`src/rtl/complex_accumulator.sv`:
```
// complex_accumulator
//   Sums a stream of signed 18-bit complex products {re, im} into two wide
//   wrapping accumulators over a frame of FRAME_LEN products, or fewer when
//   flush closes the frame early. The finished frame sum is held on the
//   output valid/ready interface until the downstream stage takes it.
//
//   Ports
//     clk, rst_n          clock, asynchronous active-low reset
//     res_val/res_rdy     product handshake (res_rdy registered)
//     res_data[35:0]      {re[17:0], im[17:0]}, two's complement
//     flush               close the current non-empty frame
//     acc_val/acc_rdy     frame-sum handshake (acc_val registered)
//     acc_data            {re_sum, im_sum}, each ACC_W bits, wrapping
//     acc_cnt[7:0]        products in the current / presented frame

// One accumulator lane: sign-extends the incoming component and adds it.
module complex_accumulator_lane #(
  parameter int ACC_W = 24,
  parameter int IN_W  = 18
) (
  input  logic             clk,
  input  logic             rst_n,
  input  logic             add_en,
  input  logic             clr,
  input  logic [IN_W-1:0]  din,
  output logic [ACC_W-1:0] sum
);

  logic [ACC_W-1:0] sum_q, sum_d;

  // din is only looked at when add_en is set, so X on an idle bus never
  // reaches the register.
  always_comb begin
    sum_d = sum_q;
    if (clr)         sum_d = '0;
    else if (add_en) sum_d = sum_q + ACC_W'($signed(din));
  end

  always_ff @(posedge clk or negedge rst_n) begin
    if (!rst_n) sum_q <= '0;
    else        sum_q <= sum_d;
  end

  assign sum = sum_q;

endmodule

module complex_accumulator #(
  parameter int FRAME_LEN = 8,
  parameter int ACC_W     = 24
) (
  input  logic               clk,
  input  logic               rst_n,
  input  logic               res_val,
  output logic               res_rdy,
  input  logic [35:0]        res_data,
  input  logic               flush,
  output logic               acc_val,
  input  logic               acc_rdy,
  output logic [2*ACC_W-1:0] acc_data,
  output logic [7:0]         acc_cnt
);

  localparam int         NUM_LANES = 2;   // lane 1 = re, lane 0 = im
  localparam int         IN_W      = 18;
  localparam logic [7:0] FL8       = 8'(FRAME_LEN);

  typedef enum logic {ST_ACC, ST_OUT} state_e;

  state_e     state_q, state_d;
  logic [7:0] cnt_q, cnt_d;
  logic       res_rdy_q, res_rdy_d;
  logic       acc_val_q, acc_val_d;

  logic       accept, hs;
  logic [7:0] cnt_inc;
  logic [NUM_LANES-1:0][ACC_W-1:0] sum;

  // res_rdy_q is only ever high in ST_ACC, so accept implies ST_ACC.
  assign accept  = res_val & res_rdy_q;
  assign hs      = acc_val_q & acc_rdy;
  assign cnt_inc = cnt_q + {7'd0, accept};

  always_comb begin
    state_d = state_q;
    cnt_d   = cnt_q;
    case (state_q)
      ST_ACC: begin
        cnt_d = cnt_inc;
        // The count seen by flush includes a product accepted on this edge.
        if ((accept && cnt_inc == FL8) || (flush && cnt_inc != 8'd0))
          state_d = ST_OUT;
      end
      ST_OUT: begin
        if (hs) begin
          state_d = ST_ACC;
          cnt_d   = 8'd0;
        end
      end
      default: state_d = ST_ACC;
    endcase
    res_rdy_d = (state_d == ST_ACC);
    acc_val_d = (state_d == ST_OUT);
  end

  always_ff @(posedge clk or negedge rst_n) begin
    if (!rst_n) begin
      state_q   <= ST_ACC;
      cnt_q     <= 8'd0;
      res_rdy_q <= 1'b0;
      acc_val_q <= 1'b0;
    end else begin
      state_q   <= state_d;
      cnt_q     <= cnt_d;
      res_rdy_q <= res_rdy_d;
      acc_val_q <= acc_val_d;
    end
  end

  for (genvar g = 0; g < NUM_LANES; g++) begin : g_lane
    complex_accumulator_lane #(.ACC_W(ACC_W), .IN_W(IN_W)) u_lane (
      .clk    (clk),
      .rst_n  (rst_n),
      .add_en (accept),
      .clr    (hs),
      .din    (res_data[g*IN_W +: IN_W]),
      .sum    (sum[g])
    );
  end

  assign res_rdy  = res_rdy_q;
  assign acc_val  = acc_val_q;
  assign acc_data = sum;
  assign acc_cnt  = cnt_q;

endmodule
```
`config.mk`:
```
export PLATFORM = sky130hd
export DESIGN_NAME = complex_accumulator
export DESIGN_NICKNAME = d
export VERILOG_FILES = /design/src/rtl/complex_accumulator.sv
export SDC_FILE = /design/constraint.sdc
export NUM_CORES = 1
export LEC_CHECK = 0
export ABC_AREA = 1
export BUFFER_PORTS_ARGS = -buffer_cell sky130_fd_sc_hd__buf_2
export CAP_MARGIN = 20
export CORE_MARGIN = 1
export CORE_UTILIZATION = 35
export DETAILED_ROUTE_END_ITERATION = 10
export PLACE_DENSITY = 0.6
export SLEW_MARGIN = 5
export SYNTH_ARGS = -nofsm -noshare
export SYNTH_HDL_FRONTEND = slang
export SYNTH_SLANG_ARGS = --single-unit
export TNS_END_PERCENT = 20
```
`constraint.sdc`:
```
create_clock -name clk -period 2.2 [get_ports clk]
set_clock_uncertainty 0.05 [all_clocks]
set_input_delay 0.11 -clock clk [delete_from_list [all_inputs] [get_ports clk]]
set_output_delay 0.11 -clock clk [all_outputs]
set_load 0.005 [all_outputs]
```
# Word level (Yosys, flattened, before mapping)
# Index checks and enable logic that the tools add are counted.
# op_classes
add_sub_neg	3
mul	0
div_mod_pow	0
magnitude_cmp	0
n_eq_ne	2
shift	0
n_mux	9
n_bitwise	4
reduce_logical	5
# ops
operator	count
$mux 24	4
$add 24x24->24	2
$pmux 8 s2	1
$add 8x1->8	1
$eq 8x4->1 const B	1
$mux 8	1
$reduce_bool 8->1	1
$and 1x1->1	2
$logic_and 1x1->1	2
$mux 1	2
$ne 2x1->1 const B	1
$not 1->1	2
$pmux 1 s2	1
$reduce_bool 2->1	1
$logic_or 1x1->1	1
# word_totals
regBits	58
latch_bits	0
mem_bits_rw	0
rom_bits	0
in_bits	41
output_inout_bits	58
word_cells	28
mem_count	0

# Longest topological paths before layout
# Gate-level depths: netlist (run 1).
# depth
depth_word	8
depth_mapped	14
mapped_depth_nobuf	14

# Hierarchy
# A second synthesis (run 1) with hierarchy kept.
# unflattened
hier_cells	962
hier_area_um2	5734.2
# by_module_without_submodules
mod	instances	cells_each	area_per_inst_um2	seq_area_each_um2
complex_accumulator_lane (g_lane[0].u_lane)	1	441	2585.0	600.6
complex_accumulator_lane (g_lane[1].u_lane)	1	443	2547.4	600.6
complex_accumulator	1	78	601.8	250.2

# Worst setup path after synthesis (run 1)
# No wires, ideal clock.
# synth_path
path_kind	flip-flop to flip-flop
start	register g_lane[0].u_lane.sum_q[0]
end	register g_lane[0].u_lane.sum_q[4]
setup_time_ns	0.122
t_arrival_ns	1.681
required_ns	2.028
setup_slack_ns	0.347
path_stages_with_launch	7
path_buffers	0
period_less_slack_ns	1.853
cell_sequence	dfrtp_1 -> ha_1 -> fa_1 -> nand3_1 -> nand3_2 -> or2_2 -> a32o_1
# synth_via
elab_chain_cells	3
# synth_rtl
element	line_no	rtl
start: declaration	29	logic [ACC_W-1:0] sum_q, sum_d;
start signal: assignment	41	else sum_q <= sum_d;
$add 24x24->24	36	else if (add_en) sum_d = sum_q + ACC_W'($signed(din));
$mux 24	36	
$mux 24	35	if (clr) sum_d = '0;
# No other way between the ends. The select of a mux whose other input is x is not followed.
# A chain may end at the register's enable or synchronous reset.

# Final worst setup path (run 1)
# layout_path
start	register g_lane[1].u_lane.sum_q[0]
end	register g_lane[1].u_lane.sum_q[12]
# layout_via
elab_chain_cells	3
# layout_rtl
element	line_no
start: declaration	29
start signal: assignment	41
$add 24x24->24	36
$mux 24	36
$mux 24	35
# No other way between the ends. The select of a mux whose other input is x is not followed.

==> impl_metrics.tcl, run 1 <==
set metrics [dict create \
    cts_root_buf "clkbuf_16" \
    worstReg2RegStart "g_lane[1].u_lane.sum[0]" \
    cts_buffers 9 \
    status "finished, final reports clean" \
    grt_max_degree 50 \
    cts_setup_buffers 0 \
    synth_nets 1025 \
    worst_slew_pin_slew_ns 0.527 \
    r2r_cells 11 \
    grt_pass1_vias 5388 \
    cts_sinks 58 \
    routed_wl_mm 16.1 \
    holdPathStages 4 \
    rsz0062_at_grt "false" \
    hold_path.startpoint "flush" \
    dp_slack_ns 0.179 \
    num_vias 5888 \
    clk_latency_ns 0.34 \
    initial_core_util_pct 36.4 \
    die_area_mm2 0.0165 \
    antenna_cells 0 \
    synth_top_area_share_pct 27.1 \
    cp.required_ns 2.42 \
    ys_seq_elements 58 \
    drive_gt1_share_pct 14.2 \
    cts_tree "built" \
    syn_to_final_growth_pct 19.9 \
    comb_power_share_pct 61.8 \
    drcViolationCount 0 \
    wl_per_cell_um 12.8 \
    vdd_drop_max_uv 552 \
    fin_setup_tns_ns 0 \
    p_int_mw 4.71 \
    clock_path_buffers 2 \
    std_cell_rows 45 \
    pwr-share-seq_pct 21.7 \
    worst_r2r_endpoint "g_lane[1].u_lane.sum[12]" \
    fin_crit_ns 2.03 \
    nets 1131 \
    arrival_ns 2.25 \
    switching_share_pct 50.0 \
    path_cells "ha_1, fa_1, nand2_1, o21ai_2, nand2_1, nand2_1, nand2_1, nand2_1, nand2_1, nand2_1, o21ai_1" \
    htreeDepth 3 \
    synth_area_leaders "nand2_1, dfrtp_1, ha_1, inv_1, nand3_1" \
    yosysSeqAreaShare_pct 25.9 \
    drtAntennaViolNets 0 \
    grt_usage_pct 20.7 \
    cp_common_cell "nand2_1" \
    critPathLaunchType "flop" \
    holdPathEnd "res_rdy" \
    grt_pass1_wl_mm 26.6 \
    via_per_inst 4.69 \
    clkTransAtPathRegs_ns 0.06 \
    crit_path_top_delay_cell "fa_1" \
    portBuffers 98 \
    fmax_mhz 493 \
    gp_congestion 0.869 \
    r2r_slack_ns 0.17 \
    drt_iter0_markers 353 \
    synthCells 934 \
    cp-end-kind "flop" \
    yosysWarnings 0 \
    die_w_um 129 \
    fin_crit_sh_pct 92.3 \
    ios 99 \
    setup_violations 0 \
    multi_input_area_mm2 0.00354 \
    p_per_area_mw_per_mm2 1400 \
    critical_path_class "reg -> reg" \
    syn_area_mm2 0.00561 \
    dp_hpwl_mm 12.7 \
    drv_cap 0 \
    regArea_mm2 0.00145 \
    core_area_mm2 0.0154 \
    relSlewSlack_pct 64.8 \
    hp-class "in -> reg" \
    yosys.area.top_type "nand2_1" \
    p_clk_share_pct 16.5 \
    p_leak_nw 4.04 \
    setup_ws_ns 0.170 \
    cp_slowest_stage_delay_ns 0.45 \
    overflow 0 \
    die_height_um 129 \
    p_switching_mw 4.70 \
    hold_viol_final 0 \
    postSynthAreaPerCell_um2 6.01 \
    slew_violations 0 \
    netlist-cell-type-count 34 \
    dr.pass1.iters 4 \
    cp_max_fo 4 \
    filler_cell_count 1719 \
    antenna_found_initial 0 \
]
[layer usage]
metal	vias to the layer above	GRT usage [%]	wire [um]
li1	3137	-	-
met4	0	4.36	133
met5	-	0	0
met3	10	4.32	689
met2	121	32.4	7120
met1	2620	29.1	8160
[final cells by class]
cell class,instances,area share (%)
inverters,151,8.42
flip-flops and latches,58,21.6
repair buffers,105,8.70
multi-input cells,715,52.6
clock buffers,11,3.61
well taps,211,3.92
clock inverters,5,1.15
[per-stage QoR]
| step | power (mW) | cells | util, % | instance area, um^2 | hold WS (ns) |
|---|---|---|---|---|---|
| floorplan | 6.05 | 934 | - | 5610 | -0.236 |
| global placement | 7.82 | 1238 | 41.4 | 6380 | 0.0809 |
| detailed placement | 7.84 | 1238 | 41.4 | 6380 | 0.0789 |
| CTS | 9.47 | 1256 | 43.6 | 6730 | 0.0178 |
| global route | 10.5 | 1256 | 43.6 | 6730 | 0.0437 |
| finish | 9.41 | 1256 | 43.6 | 6730 | 0.0213 |
[what timing repair did]
| action | CTS | global route |
|---|---|---|
| resized for setup | 0 | 1 |
| hold buffers | 2 | 0 |
| endpoints found under the setup margin | 0 | 1 |
| endpoints found under the hold margin | 19 | 0 |
[cells in the mapped netlist, drive strengths merged]
| cell type | count |
|---|---|
| a21oi | 40 |
| a22o | 4 |
| a32o | 2 |
| and2 | 2 |
| buf | 9 |
| clkbuf | 1 |
| dfrtp | 58 |
| fa | 2 |
| ha | 48 |
| inv | 151 |
| nand2 | 415 |
| nand3 | 58 |
| nand3b | 8 |
| nand4 | 10 |
| nor2 | 70 |
| nor3 | 3 |
| nor4 | 4 |
| o21ai | 37 |
| o21bai | 3 |
| o22ai | 1 |
| o31ai | 1 |
| or2 | 2 |
| xnor2 | 2 |
| xor2 | 3 |
[critical path, delay by kind of cell (launching register included)]
| family | cells | cell delay, ns |
|---|---|---|
| compound gates | 2 | 0.23 |
| simple gates | 7 | 0.58 |
| fa+ha+maj | 2 | 0.70 |
| flops | 1 | 0.41 |
[logic make-up after synthesis]
logic type,Yosys count,share of synthesized area [%]
AOI/OAI and AO/OA,88,8.63
xor gates and xnor gates,5,0.781
adders and majority gates,50,11.4
buffers and inverters,161,11.1
DFF,58,25.9
and+or+nand+nor,572,42.2
[registers in the layout (all words and copies together) (netlist names)]
register,flops
g_lane.u_lane.sum,48
res_rdy,1
acc_cnt,8
acc_val,1
[worst max-delay path by stage]
stage	cells past startpoint	end	start	slack (ns)
4_1_cts	11	g_lane[1].u_lane.sum[12]	g_lane[1].u_lane.sum[0]	0.17
3_5_place_dp	11	g_lane[1].u_lane.sum[12]	g_lane[1].u_lane.sum[0]	0.18
2_1_floorplan	6	g_lane[0].u_lane.sum[4]	g_lane[0].u_lane.sum[0]	0.35
3_3_place_gp	11	g_lane[1].u_lane.sum[12]	g_lane[1].u_lane.sum[0]	0.19
6_report	11	g_lane[1].u_lane.sum[12]	g_lane[1].u_lane.sum[0]	0.17
5_1_grt	11	g_lane[1].u_lane.sum[12]	g_lane[1].u_lane.sum[0]	0.007
[power by group through the flow]
stage               Sequential [mW]  Combinational, mW  Clock [mW]
floorplan                      1.98               4.07           0
global placement               2.03               5.79           0
detailed placement             2.05               5.80           0
CTS                            2.04               5.83        1.60
global route                   2.11               6.72        1.65
finish                         2.04               5.81        1.56
[cell usage in the layout (no fill, tap or decap), types with 10 or more instances in the layout]
cell type  count
nand2_1      405
inv_1        149
buf_2         98
nor2_1        60
dfrtp_1       58
nand3_1       56
ha_1          48
a21oi_1       39
o21ai_0       26
nor2_2        10
o21ai_1       10
nand4_1       10
No activity file was read; power rests on OpenSTA's default activity.
==> run 2: changes to the inputs <==
--- a/config.mk
+++ b/config.mk
@@ -12,6 +12,7 @@
 export CORE_UTILIZATION = 35
 export DETAILED_ROUTE_END_ITERATION = 10
 export PLACE_DENSITY = 0.6
+export SETUP_SLACK_MARGIN = 0.5
 export SLEW_MARGIN = 5
 export SYNTH_ARGS = -nofsm -noshare
 export SYNTH_HDL_FRONTEND = slang
==> impl_metrics.tcl, run 2 (synthesis results as in run 1) <==
set metrics [dict create \
    drcViolationCount 0 \
    fin_crit_ns 1.91 \
    grt_usage_pct 22.2 \
    routed_wl_mm 17.7 \
    nets 1155 \
    drv_cap 0 \
    p_clk_share_pct 13.3 \
    drt_iter0_markers 363 \
    switching_share_pct 49.9 \
    cp_top_family "adder cells" \
    grt_pass1_vias 5745 \
    path_buf_inv 1 \
    dp_slack_ns 0.113 \
    worstReg2RegStart "g_lane[0].u_lane.sum[0]" \
    grt_pass1_wl_mm 28.7 \
    initial_core_util_pct 36.4 \
    cp_common_cell "nand3_4" \
    grt_max_degree 30 \
    ios 99 \
    pwr-share-seq_pct 20.2 \
    dp_hpwl_mm 13.0 \
    cts_tree "built" \
    layout_commonest_cell "nand2_1" \
    die_w_um 129 \
    multi_input_area_mm2 0.00435 \
    dr.pass1.iters 5 \
    setup_ws_ns 0.295 \
    std_cell_rows 45 \
    cts_buffers 9 \
    critical_path_class "reg -> reg" \
    mostFrequentLayoutCells "nand2_1, inv_1, buf_2" \
    regArea_mm2 0.00145 \
    fin_setup_tns_ns 0 \
    fin_util_pct 49.7 \
    gp_congestion 0.943 \
    cts_sinks 58 \
    drtAntennaViolNets 0 \
    relSlewSlack_pct 64.7 \
    p_leak_nw 4.18 \
    hold_viol_final 0 \
    clkTransAtPathRegs_ns 0.06 \
    hold_path.startpoint "res_data[0]" \
    cp_slowest_stage_delay_ns 0.40 \
    comb_power_share_pct 66.5 \
    core_area_mm2 0.0154 \
    arrival_ns 2.14 \
    vdd_drop_max_uv 714 \
    p_per_area_mw_per_mm2 1410 \
    path_cells "ha_4, fa_2, nand3_2, nand3_4, nand2_4, nand3_4, buf_4, a21oi_1, o21ai_1, nand2_1" \
    fin_crit_sh_pct 86.6 \
    rsz0062_at_grt "true" \
    power_mw 10.8 \
    slew_violations 0 \
    via_per_inst 4.82 \
    p_int_mw 5.41 \
    cp-end-kind "flop" \
    portBuffers 98 \
    setup_violations 0 \
    htreeDepth 3 \
    num_vias 6172 \
    syn_to_final_growth_pct 36.6 \
    placed_cells 1241 \
    antenna_found_initial 0 \
    status "finished, final reports clean" \
    filler_cell_count 1644 \
    die_area_mm2 0.0165 \
    drive_gt1_share_pct 26.6 \
    hp-class "in -> reg" \
    cp_max_fo 5 \
    crit_path_top_delay_cell "dfrtp_1" \
    startpoint "g_lane[0].u_lane.sum[0]" \
    fin_cells 1280 \
    largest_reg_flops 48 \
    worst_slew_pin_slew_ns 0.529 \
    cts_root_buf "clkbuf_16" \
    clk_latency_ns 0.35 \
    overflow 0 \
    p_switching_mw 5.40 \
    fmax_mhz 525 \
    antenna_cells 0 \
    wl_per_cell_um 13.8 \
    die_height_um 129 \
    cp.required_ns 2.43 \
    clock_path_buffers 2 \
    critPathLaunchType "flop" \
]
==> run 2: layer usage <==
metal	vias up	part of all wire (%)	global-route usage (%)
met1	2812	48	30.1
met2	168	46	35.9
met4	0	1.7	7.82
met3	20	4.4	3.16
li1	3172	-	-
met5	-	0	0
==> run 2: power by group through the flow <==
stage                     sequential, mW  combinational (mW)  clock (mW)
after CTS                           2.11                6.58        1.46
after detailed placement            2.04                5.86           0
after floorplan                     1.99                4.08           0
after global placement              2.02                5.86           0
final                               2.18                7.19        1.43
after global routing                2.25                8.11        1.49
==> run 2: path summary, 6_finish.rpt <==
path / slack (ns) / depth (start not counted) / endpoint
max in group asynchronous: 1.16 / 3 / g_lane[1].u_lane.sum[17]
hold / removal: 0.08 / 3 / g_lane[0].u_lane.sum[0]
setup reg to reg: 0.29 / 10 / g_lane[0].u_lane.sum[8]
setup / recovery: 0.29 / 10 / g_lane[0].u_lane.sum[8]
min in group asynchronous: 0.22 / 2 / g_lane[0].u_lane.sum[23]
hold reg to reg: 0.46 / 2 / g_lane[0].u_lane.sum[19]
==> run 2: final cells by class <==
class	instances	share of cell area, %
clock buffer	10	2.99
clock inverter	6	0.751
inverter	151	7.40
multi-input combinational	715	56.7
sequential	58	19.0
tap	211	3.44
timing repair buffer	129	9.75
==> run 2: worst reg2reg max path: stages, from the launching register on <==
cell,delay (ns)
dfrtp_1,0.40
ha_4,0.18
fa_2,0.38
nand3_2,0.12
nand3_4,0.11
nand2_4,0.09
nand3_4,0.07
buf_4,0.15
a21oi_1,0.15
o21ai_1,0.10
nand2_1,0.06
==> run 2: what timing repair did <==
action | in CTS | in global routing
gates resized for setup | 71 | 73
endpoints found under the hold margin | 20 | 0
setup endpoints to repair | 42 | 46
hold buffers | 3 | 0
buffers inserted | 20 | 0
pin swaps | 30 | 13
==> run 2: metrics by stage <==
| step | cell area (um^2) | hold WS, ns |
|---|---|---|
| after global placement | 6400 | 0.0697 |
| after floorplan | 5630 | -0.236 |
| after detailed placement | 6400 | 0.0718 |
| final | 7660 | 0.0831 |
| after global routing | 7660 | 0.0947 |
| after CTS | 7280 | 0.0666 |
==> run 3: changes to the inputs <==
--- a/config.mk
+++ b/config.mk
@@ -9,9 +9,10 @@
 export BUFFER_PORTS_ARGS = -buffer_cell sky130_fd_sc_hd__buf_2
 export CAP_MARGIN = 20
 export CORE_MARGIN = 1
-export CORE_UTILIZATION = 35
+export CORE_UTILIZATION = 50
 export DETAILED_ROUTE_END_ITERATION = 10
-export PLACE_DENSITY = 0.6
+export PLACE_DENSITY = 0.79
+export RECOVER_POWER = 100
 export SETUP_SLACK_MARGIN = 0.5
 export SLEW_MARGIN = 5
 export SYNTH_ARGS = -nofsm -noshare
==> impl_metrics.tcl, run 3 (synthesis results as in run 1) <==
set metrics [dict create \
    status "finished, final reports clean" \
    largest_reg_flops 48 \
    pwr-share-seq_pct 21.0 \
    setup_violations 0 \
    cp.required_ns 2.40 \
    p_clk_share_pct 8.4 \
    mostFrequentLayoutCells "nand2_1, inv_1, buf_2" \
    clock_path_buffers 2 \
    drv_cap 0 \
    std_cell_rows 38 \
    fin_crit_ns 2.01 \
    cp_max_fo 5 \
    grt_pass1_vias 5783 \
    fin_util_pct 68.8 \
    via_per_inst 5.41 \
    clk_latency_ns 0.38 \
    clkTransAtPathRegs_ns 0.07 \
    nets 1165 \
    antenna_cells 0 \
    use_met2_pct 44.9 \
    core_area_mm2 0.0109 \
    overflow 0 \
    comb_power_share_pct 70.6 \
    drt_iter0_markers 449 \
    hold_viol_final 0 \
    die_w_um 108 \
    ios 99 \
    cts_tree "built" \
    grt_usage_pct 28.7 \
    portBuffers 98 \
    dp_hpwl_mm 12.1 \
    die_height_um 108 \
    fin_crit_sh_pct 91.3 \
    worst_slew_pin_slew_ns 1.28 \
    hp-class "in -> reg" \
    filler_cell_count 919 \
    fmax_mhz 498 \
    critical_path_class "reg -> reg" \
    wl_per_cell_um 14.5 \
    p_switching_mw 5.46 \
    vdd_drop_max_uv 834 \
    dr.pass1.iters 6 \
    die_area_mm2 0.0117 \
    drcViolationCount 0 \
    critPathLaunchType "flop" \
    top_usage_layer "met2" \
    initial_core_util_pct 51.5 \
    antenna_found_initial 0 \
    arrival_ns 2.21 \
    gp_congestion 0.955 \
    p_per_area_mw_per_mm2 1400 \
    switching_share_pct 52.1 \
    p_int_mw 5.01 \
    relSlewSlack_pct 14.7 \
    cts_root_buf "clkbuf_8" \
    layout_commonest_cell "nand2_1" \
    grt_pass1_wl_mm 26.2 \
    routed_wl_mm 17.6 \
    cts_sinks 58 \
    syn_to_final_growth_pct 33.5 \
    cp-end-kind "flop" \
    num_vias 6586 \
    grt_max_degree 31 \
    fin_setup_tns_ns 0 \
    use_met3_pct 5.36 \
    htreeDepth 3 \
    rsz0062_at_grt "true" \
    cts_buffers 9 \
    holdWs_ns 0.0587 \
    slew_violations 0 \
    drtAntennaViolNets 0 \
    p_leak_nw 4.04 \
    grtUsageMet1_pct 39.3 \
    drive_gt1_share_pct 24.0 \
]
[run 3: cell count changes in the layout (fill, tap and decap cells not counted), sizes merged]
cell / previous run / this run
bufinv: 1 / 0
buf: 126 / 102
clkinvlp: 1 / 2
clkbuf: 10 / 43
[run 3: path summary, 6_finish.rpt]
kind / from / endpoint / slack (ns) / depth (start not counted)
hold / removal: res_data[0] / g_lane[0].u_lane.sum[0] / 0.06 / 3
setup reg to reg: g_lane[1].u_lane.sum[7] / g_lane[1].u_lane.sum[18] / 0.19 / 10
hold reg to reg: g_lane[1].u_lane.sum[7] / g_lane[1].u_lane.sum[7] / 0.48 / 2
max in group asynchronous: rst_n / g_lane[1].u_lane.sum[7] / 0.55 / 3
min in group asynchronous: rst_n / g_lane[0].u_lane.sum[11] / 0.48 / 2
setup / recovery: g_lane[1].u_lane.sum[7] / g_lane[1].u_lane.sum[18] / 0.19 / 10
[run 3: final cells by class]
class / instances / area, um^2 / share of cell area (%)
multi-input combinational: 715 / 4380 / 58.5
inverter: 151 / 569 / 7.60
clock buffer: 9 / 124 / 1.65
timing repair buffer: 139 / 756 / 10.1
tap: 140 / 175 / 2.34
sequential: 58 / 1450 / 19.4
clock inverter: 6 / 35.0 / 0.468
[run 3: what timing repair did]
action | CTS | global route
gates resized for setup | 30 | 132
hold buffers | 3 | 0
setup endpoints to repair | 42 | 49
gates cloned | 0 | 0
setup buffers | 15 | 16
pin swaps | 12 | 23
hold endpoints to repair | 19 | 0
[run 3: power groups by stage]
| stage | registers, mW | clock network (mW) | logic (mW) |
|---|---|---|---|
| floorplan | 1.99 | 0 | 4.08 |
| global placement | 2.02 | 0 | 5.63 |
| global route | 2.25 | 0.943 | 8.14 |
| CTS | 2.05 | 0.893 | 6.02 |
| detailed placement | 2.03 | 0 | 5.71 |
| finish | 2.20 | 0.882 | 7.39 |
[run 3: per-stage QoR]
stage	cell area, um^2	worst slack, ns	power [mW]	cells
detailed placement	6290	0.249	7.75	1169
finish	7490	0.191	10.5	1218
global route	7490	0.0838	11.3	1218
CTS	6730	0.343	8.96	1202
global placement	6290	0.241	7.65	1169
floorplan	5630	0.440	6.06	934
[run 3: routing by layer]
metal | wire length (um) | share of wire [%]
met4 | 431 | 2.4
met5 | 0 | 0
met3 | 1300 | 7.3
met1 | 7620 | 43
met2 | 8300 | 47
[run 3: critical path, cell delays in order, from the launching register on]
cell,delay [ns]
dfrtp_1,0.40
ha_1,0.41
nand2_1,0.16
nor2_4,0.17
nand3_1,0.11
nand3b_1,0.17
nand2_2,0.10
nand2_1,0.09
nand2_1,0.06
nand3_1,0.09
nand2_1,0.06
